[src/rtl/load_store_unit.sv]
// Load/store unit: one request at a time over valid/ready, drives a combinational-read,
// clocked-write data memory with sized access, sign/zero extension, RMW partial stores and fault checks.
module load_store_unit #(
    parameter int MEM_BYTES = 128
) (
    input  logic        clk,
    input  logic        rst_n,
    input  logic        req_valid,
    output logic        req_ready,
    input  logic        req_write,
    input  logic [1:0]  req_size,
    input  logic        req_unsigned,
    input  logic [63:0] req_addr,
    input  logic [63:0] req_wdata,
    output logic        rsp_valid,
    output logic [63:0] rsp_rdata,
    output logic        rsp_fault,
    output logic [63:0] mem_address,
    output logic [63:0] mem_writeData,
    output logic        mem_MemRead,
    output logic        mem_MemWrite,
    input  logic [63:0] mem_read_data
);

    typedef enum logic [1:0] {IDLE, RD, WR, RESP} state_t;

    state_t      state_q, state_d;
    logic        write_q, write_d;
    logic [1:0]  size_q, size_d;
    logic        unsigned_q, unsigned_d;
    logic [63:0] addr_q, addr_d;
    logic [63:0] wdata_q, wdata_d;
    logic [63:0] rdata_q, rdata_d;
    logic        fault_q, fault_d;

    logic        misaligned;
    logic        out_of_range;
    logic [64:0] end_addr;
    logic [7:0]  byte_en;
    logic [63:0] merge_data;
    logic [63:0] load_ext;

    // 65-bit sum so that addresses near 2^64 wrap into a fault rather than back into range
    assign end_addr     = {1'b0, req_addr} + 65'd8;
    assign out_of_range = end_addr > 65'(MEM_BYTES);

    always_comb begin
        misaligned = 1'b0;
        case (req_size)
            2'b00:   misaligned = 1'b0;
            2'b01:   misaligned = req_addr[0];
            2'b10:   misaligned = |req_addr[1:0];
            default: misaligned = |req_addr[2:0];
        endcase
    end

    genvar gi;
    generate
        for (gi = 0; gi < 8; gi++) begin : g_merge
            assign byte_en[gi] = 4'(gi) < (4'd1 << size_q);
            assign merge_data[gi*8 +: 8] = byte_en[gi] ? wdata_q[gi*8 +: 8] : rdata_q[gi*8 +: 8];
        end
    endgenerate

    always_comb begin
        load_ext = rdata_q;
        case (size_q)
            2'b00:   load_ext = {{56{~unsigned_q & rdata_q[7]}},  rdata_q[7:0]};
            2'b01:   load_ext = {{48{~unsigned_q & rdata_q[15]}}, rdata_q[15:0]};
            2'b10:   load_ext = {{32{~unsigned_q & rdata_q[31]}}, rdata_q[31:0]};
            default: load_ext = rdata_q;
        endcase
    end

    always_comb begin
        state_d    = state_q;
        write_d    = write_q;
        size_d     = size_q;
        unsigned_d = unsigned_q;
        addr_d     = addr_q;
        wdata_d    = wdata_q;
        rdata_d    = rdata_q;
        fault_d    = fault_q;
        case (state_q)
            IDLE: begin
                if (req_valid) begin
                    write_d    = req_write;
                    size_d     = req_size;
                    unsigned_d = req_unsigned;
                    addr_d     = req_addr;
                    wdata_d    = req_wdata;
                    rdata_d    = '0;
                    fault_d    = misaligned | out_of_range;
                    if (misaligned | out_of_range)
                        state_d = RESP;
                    else if (req_write && (req_size == 2'b11))
                        state_d = WR;
                    else
                        state_d = RD;
                end
            end
            RD: begin
                rdata_d = mem_read_data;
                state_d = write_q ? WR : RESP;
            end
            WR:      state_d = RESP;
            default: state_d = IDLE;
        endcase
    end

    always_ff @(posedge clk or negedge rst_n) begin
        if (!rst_n) begin
            state_q    <= IDLE;
            write_q    <= 1'b0;
            size_q     <= 2'b00;
            unsigned_q <= 1'b0;
            addr_q     <= '0;
            wdata_q    <= '0;
            rdata_q    <= '0;
            fault_q    <= 1'b0;
        end else begin
            state_q    <= state_d;
            write_q    <= write_d;
            size_q     <= size_d;
            unsigned_q <= unsigned_d;
            addr_q     <= addr_d;
            wdata_q    <= wdata_d;
            rdata_q    <= rdata_d;
            fault_q    <= fault_d;
        end
    end

    // Strobes decode straight from state so an async reset kills a pending write before the edge
    assign req_ready     = (state_q == IDLE);
    assign mem_MemRead   = (state_q == RD);
    assign mem_MemWrite  = (state_q == WR);
    assign mem_address   = addr_q;
    assign mem_writeData = (state_q == WR) ? merge_data : '0;
    assign rsp_valid     = (state_q == RESP);
    assign rsp_fault     = (state_q == RESP) && fault_q;
    assign rsp_rdata     = ((state_q == RESP) && !fault_q && !write_q) ? load_ext : '0;

endmodule

[config.mk]
export PLATFORM = sky130hd
export DESIGN_NAME = load_store_unit
export DESIGN_NICKNAME = d
export VERILOG_FILES = /design/src/rtl/load_store_unit.sv
export SDC_FILE = /design/constraint.sdc
export NUM_CORES = 1
export LEC_CHECK = 0
export CORE_MARGIN = 2
export CORE_UTILIZATION = 45
export CTS_CLUSTER_SIZE = 10
export DETAILED_ROUTE_END_ITERATION = 8
export GPL_TIMING_DRIVEN = 0
export PLACE_DENSITY = 0.81
export SYNTH_ARGS = -nofsm -noshare
export SYNTH_HDL_FRONTEND = slang
export SYNTH_SLANG_ARGS = --single-unit
[constraint.sdc]
create_clock -name clk -period 2.85 [get_ports clk]
set_clock_uncertainty 0.05 [all_clocks]
set_input_delay 0.57 -clock clk [delete_from_list [all_inputs] [get_ports clk]]
set_output_delay 0.57 -clock clk [all_outputs]
set_load 0.05 [all_outputs]
==> out/summary.txt, run 1 <==
Post-synth ARST share - 1.000
DP HPWL - 28.70 mm
Yosys top cell area share - 0.4744
Sequential share of the synthesized area - 0.4744
Largest family of logic cells by synthesized area - simple AND/OR/NAND/NOR gates
Peak Freq - 332.9 MHz
Hold WC Path Type - input port to asynchronous set/reset pin
Minimum clock period - 3.004 ns
Vias in the first global route - 10061
Final hold violation count - 0
Leak pwr - 6.789 nW
Routed wire length - 39.14 mm
Detail Route met3 WL - 3.361 mm
Drt pass-1 iters - 6
Slew @ Worst Pin - 1.183 ns
Core footprint - 22780 µm²
Setup slack after layout - -0.1539 ns
Post-Synth Adder-Cell Area - 0.005959
Die H - 156.7 µm
Critical path fanouts, max - 3
Setup CP Type - input port to register
Final GP Congestion - 0.8974
Area of the multi-input gates - 5624 µm²
Failing checks - setup timing
Clk slew on worst S/H paths - 0.08 ns
Relative slew slack - 0.1886
Largest net degree at the start of global routing - 115
Clock Sinks - 199
PortBufs - 393
RSZ-0062 raised after global routing - true
Max IR drop VDD - 0.0008425 V
Status - finished, violations left
Worst skew pair latency - 0.43 ns
Synth Warn # - 0
EDFF count, synth - 0
CTS tree - built
CTS Hold Bufs - 0
Power per standard cell area - 1096 nW/µm²
Simple-gate share of the synthesized area - 0.1602
Fin cells - 1772
Wire per inst - 22.09 µm
Mapped Cells - 1004
# IOs - 396
Remaining DRCs - 0
Nets - 1649
Top Layer Used - met4
Die area - 24570 µm²
Max clock buf depth - 2
Area Growth Syn to Fin - 51.00%
Synthesized cell area - 10500 µm²
Worst setup EP type - register
CP startpoint kind - input port
# H-tree levels - 4
Avg Cell Area, Syn - 10.46 µm²
Global-route wire length before repair - 58.02 mm
Final Max Tran Viols - 0
Most common cell in the netlist - dfrtp_1
Crit-path cells - buf_8 > ha_4 > nand3_4 > or3_4 > or4_4 > nand2_2 > o211ai_1 > or4_4 > or3_4 > buf_6 > nor4_4 > o31ai_2
Critical Path RT - 3.12 ns
Crit-path max cell delay - 0.57 ns
Xor/xnor cell area share of the yosys netlist - 0.01585
Synth Register Bits - 199
Met2 WL post-DR - 19.34 mm
Gr usage total - 0.3096
Synth top cells by count - dfrtp_1, nand2_1, mux2_2
Met1 wire length - 14.66 mm
Layout cells sized above 1 - 0.3176
Post-synth top flop - dfrtp_1
Dominant cells by area after synthesis - dfrtp_1, mux2_2, a22o_1
Vias/cell - 5.739
Initial core utilization - 0.4609
Clock Tree Root - clkbuf_16
DRT iter0 DRCs - 702
Die width - 156.7 µm
Post-Syn Nets - 1208
CP max stage cell - or4_4
Worst path arrival time - 3.27 ns
Pre-CTS setup slack - -1.421 ns
Cell variety after synth - 59
Area leader, netlist - dfrtp_1
Row cnt - 55
GR Overflow Total - 0
Compound-cell area share of the yosys netlist - 0.1578
Area occupied by registers - 4981 µm²
Fillcell total - 1757
Initial antenna violation count - 0
Period utilization - 1.054
Inst Count DP - 1711
Final Setup Violations - 13
Antenna-violating nets left - 0
Util after Layout - 0.6959
Max Cap Viol - 0
Final hold slack - 0.02272 ns
Mux cell area share after synthesis - 0.1584
CTS buffer count - 17
DR vias - 10169
==> kinds of logic after synthesis <==
family | Yosys count
flip-flops | 199
AO/OA/AOI/OAI | 224
adder cells (fa/ha/maj) | 5
multiplexers | 150
XOR/XNOR | 19
AND/OR/NAND/NOR | 333
buffers and inverters | 74
==> path summary, 6_finish.rpt <==
path	from	to	slack (ns)	cells after the start
setup / recovery	req_addr[3]	state_q[0]$_DFFE_PN0P_	-0.15	12
hold / removal	rst_n	mem_address[24]$_DFFE_PN0P_	0.02	1
setup reg to reg	state_q[0]$_DFFE_PN0P_	rdata_q[32]$_DFFE_PN0P_	0.17	5
hold reg to reg	mem_address[62]$_DFFE_PN0P_	mem_address[62]$_DFFE_PN0P_	0.45	2
max in group asynchronous	rst_n	rdata_q[32]$_DFFE_PN0P_	1.73	2
min in group clk	req_addr[6]	mem_address[6]$_DFFE_PN0P_	0.36	2
==> layout make-up <==
cell class,count,area share
buffer,60,0.02155
tap,313,0.02471
clock buffer,18,0.02771
multi-input combinational,731,0.3548
antenna,1,0.0001579
clock inverter,14,0.01160
sequential,199,0.3142
timing repair buffer,429,0.2436
inverter,7,0.001658
==> power by group <==
part	total, mW	leakage, nW	switching (mW)	internal [mW]
Sequential	5.01	2.42	0.825	4.18
Combinational	9.81	4.07	6.12	3.69
Clock	2.56	0.301	1.26	1.29
Total	17.4	6.79	8.21	9.17
==> worst max-delay path, delay by kind of cell <==
| family | cells | cell delay, ns |
|---|---|---|
| and+or+nand+nor | 7 | 2.12 |
| adders and majority gates | 1 | 0.15 |
| AOI/OAI and AO/OA | 2 | 0.23 |
| buffers and inverters | 2 | 0.21 |
==> registers in the layout (all words and copies together) (netlist names) <==
register / cells
size_q: 2
mem_address: 64
rdata_q: 64
state_q: 2
write_q: 1
wdata_q: 64
unsigned_q: 1
fault_q: 1
==> per-layer routing <==
layer	vias up	GRT usage
met5	-	0
li1	4543	-
met3	102	0.09942
met1	5046	0.3516
met4	0	0.1372
met2	478	0.5326
==> cell usage in the layout, fill, tap and decap left out, types with 19 or more instances in the layout <==
| cell type | Yosys | routed |
|---|---|---|
| a21boi_2 | 0 | 26 |
| a21oi_1 | 34 | 34 |
| a22o_1 | 64 | 64 |
| and2_1 | 21 | 19 |
| buf_2 | 0 | 78 |
| buf_4 | 2 | 36 |
| buf_6 | 0 | 36 |
| clkbuf_1 | 63 | 29 |
| clkbuf_2 | 2 | 24 |
| clkbuf_4 | 0 | 23 |
| clkdlybuf4s50_1 | 0 | 219 |
| dfrtp_1 | 199 | 198 |
| mux2_2 | 129 | 129 |
| mux2i_1 | 21 | 21 |
| nand2_1 | 146 | 143 |
| nand3_1 | 23 | 21 |
| nand4_1 | 23 | 23 |
| nor2_1 | 25 | 20 |
| nor2b_1 | 20 | 19 |
| o21a_1 | 34 | 34 |
==> metrics by stage <==
stage / power [mW] / cell area, µm² / setup TNS [ns]
final: 17.37 / 15850 / -0.8429
after global routing: 18.15 / 15850 / -2.184
after CTS: 17.31 / 15880 / -1.765
after detailed placement: 14.76 / 14990 / -77.43
after global placement: 14.54 / 14960 / -1528.18
after floorplan: 11.42 / 10640 / -0.9525
==> repair_timing <==
action                                  in CTS  in global routing
pin swaps                                   16                 13
resized for setup                          763                193
setup buffers                               21                 12
endpoints found under the setup margin     131                157
cloned                                       2                  1
(Power assumes the default switching activity.)
==> inputs of run 2 (changes only) <==
TNS_END_PERCENT = 1   (was unset)
clock period = 3.4 ns   (was 2.85 ns; I/O delays follow)
==> out/summary.txt, run 2 (synthesized netlist as in run 1, its figures left out) <==
Max IR drop VDD - 0.0008283 V (-1.7%)
Pre-CTS setup slack - -1.298 ns (+0.1237 ns)
CTS Hold Bufs - 0 (unchanged)
Placed Area - 14890 µm² (-0.70%)
Critical Path RT - 3.66 ns (+0.54 ns)
Total power - 14.18 mW (-18%)
Final Max Tran Viols - 0 (unchanged)
Post-route cell area - 15510 µm² (-2.1%)
Critical path fanouts, max - 3 (unchanged)
GR Overflow Total - 0 (unchanged)
Setup CP Type - input port to register
Antenna-violating nets left - 0 (unchanged)
Period utilization - 1.010
Gr usage total - 0.3052 (-0.004321)
Largest net degree at the start of global routing - 106 (-7.8%)
CTS tree - built
CP startpoint kind - input port
CTS buffer count - 17 (unchanged)
Crit-path cells - clkdlybuf4s50_1 > or3b_2 > or3_1 > o31a_1 > o21ai_2 > nand4_1 > or4_4 > or3_4 > nor4_4 > o31ai_1
Setup TNS - -0.05423 ns (+0.7886 ns)
CP max stage cell - or4_4
Die width - 156.7 µm (unchanged)
Commonest non-fill, non-tap cell in the layout - clkdlybuf4s50_1
Worst path arrival time - 3.69 ns (+0.42 ns)
Vias/cell - 5.636 (-1.8%)
Global-route wire length before repair - 57.74 mm (-0.48%)
Clock Tree Root - clkbuf_16
Clk slew on worst S/H paths - 0.09 ns (about the same)
Row cnt - 55 (unchanged)
Fin cells - 1754 (-1.0%)
Drt pass-1 iters - 5 (-1)
Wire per inst - 21.66 µm (-1.9%)
# IOs - 396 (unchanged)
Final GP Congestion - 0.8909 (-0.72%)
Die H - 156.7 µm (unchanged)
Peak Freq - 291.3 MHz
Inst Count DP - 1711 (unchanged)
Family with the most delay on the worst path - simple AND/OR/NAND/NOR gates
Slew @ Worst Pin - 1.035 ns (-0.1485 ns)
Failing checks - setup timing
Leak pwr - 6.655 nW (-2.0%)
Setup slack after layout - -0.03345 ns (+0.1204 ns)
# H-tree levels - 4 (unchanged)
Vias in the first global route - 10011 (-0.50%)
WP buf/inv - 1 (-1)
Initial core utilization - 0.4609 (unchanged)
Status - finished, violations left
Max clock buf depth - 2 (unchanged)
DR vias - 9886 (-2.8%)
Routed wire length - 38.00 mm (-2.9%)
Power per standard cell area - 914.1 nW/µm² (-17%)
Final Setup Violations - 2 (-11)
Die area - 24570 µm² (unchanged)
Worst skew pair latency - 0.43 ns (about the same)
Worst setup EP type - register
Max Cap Viol - 0 (unchanged)
Final hold violation count - 0 (unchanged)
DRT iter0 DRCs - 654 (-6.8%)
PortBufs - 393 (unchanged)
RSZ-0062 raised after global routing - true
Layout cells sized above 1 - 0.2185 (-0.09905)
Minimum clock period - 3.433 ns
Remaining DRCs - 0 (unchanged)
Nets - 1628 (-1.3%)
Area Growth Syn to Fin - 47.78%
R2R Path Start - state_q[0]$_DFFE_PN0P_
Core footprint - 22780 µm² (unchanged)
Clock Sinks - 199 (unchanged)
Initial antenna violation count - 7 (+7)
DP HPWL - 28.84 mm (+0.49%)
Critical path origin - req_addr[0]
Crit-path max cell delay - 0.56 ns (about the same)
Most frequent cells in the layout - clkdlybuf4s50_1, dfrtp_1, nand2_1
Hold WC Path Type - input port to asynchronous set/reset pin
Relative slew slack - 0.2904 (+0.1018)
==> run 2: cell count changes in the layout (fill, tap and decap cells not counted), sizes merged, moves of 3 or more <==
| cell | change |
|---|---|
| buf | -120 |
| dlygate4sd2 | +34 |
| clkdlybuf4s15 | +26 |
| clkdlybuf4s50 | +16 |
| clkdlybuf4s18 | -3 |
| dlymetal6s2s | +11 |
| diode | +3 |
| clkbuf | +14 |
==> run 2: report_power, final <==
part           switching (mW)  total (mW)  internal, mW
sequential              0.689        4.19          3.50
clock                    1.07        2.07          1.00
combinational            5.00        7.92          2.92
==> run 2: per-stage QoR <==
step / hold slack, ns / utilization
after floorplan: 0.3344 / -
after global placement: 0.4159 / 0.6522
after detailed placement: 0.4237 / 0.6537
after CTS: 0.2229 / 0.6783
after global routing: 0.2414 / 0.6809
final: 0.1885 / 0.6811
==> run 2: cell type report <==
class                      instances  area [µm²]
buffer                            65       295.3
multi-input combinational        731        5389
clock buffer                      18       429.2
tap                              313       391.6
sequential                       199        4980
clock inverter                    14       172.7
fill                            1808        7264
antenna                            4       10.01
inverter                           7       26.28
timing repair buffer             403        3820
==> run 2: layer usage <==
layer	vias to the layer above	global-route usage	share of wire	wire (µm)
met1	4796	0.3482	0.37	14060
met2	467	0.5226	0.49	18440
li1	4500	-	-	-
met5	-	0	0.0014	53
met3	115	0.1025	0.096	3657
met4	8	0.1298	0.047	1792
==> run 2: path summary, 6_finish.rpt <==
check | cells after the start | slack (ns) | endpoint
setup / recovery | 10 | -0.03 | state_q[0]$_DFFE_PN0P_
hold / removal | 1 | 0.19 | mem_address[20]$_DFFE_PN0P_
setup reg to reg | 6 | 0.68 | wdata_q[27]$_DFFE_PN0P_
hold reg to reg | 2 | 0.43 | mem_address[62]$_DFFE_PN0P_
max in group asynchronous | 2 | 2.09 | rdata_q[5]$_DFFE_PN0P_
min in group clk | 2 | 0.43 | mem_address[62]$_DFFE_PN0P_
==> run 2: timing repair <==
item | in CTS | in global routing
gates resized for setup | 398 | 108
pin swaps | 4 | 9
buffers inserted | 3 | 6
hold endpoints to repair | 0 | 0
endpoints found under the setup margin | 131 | 102
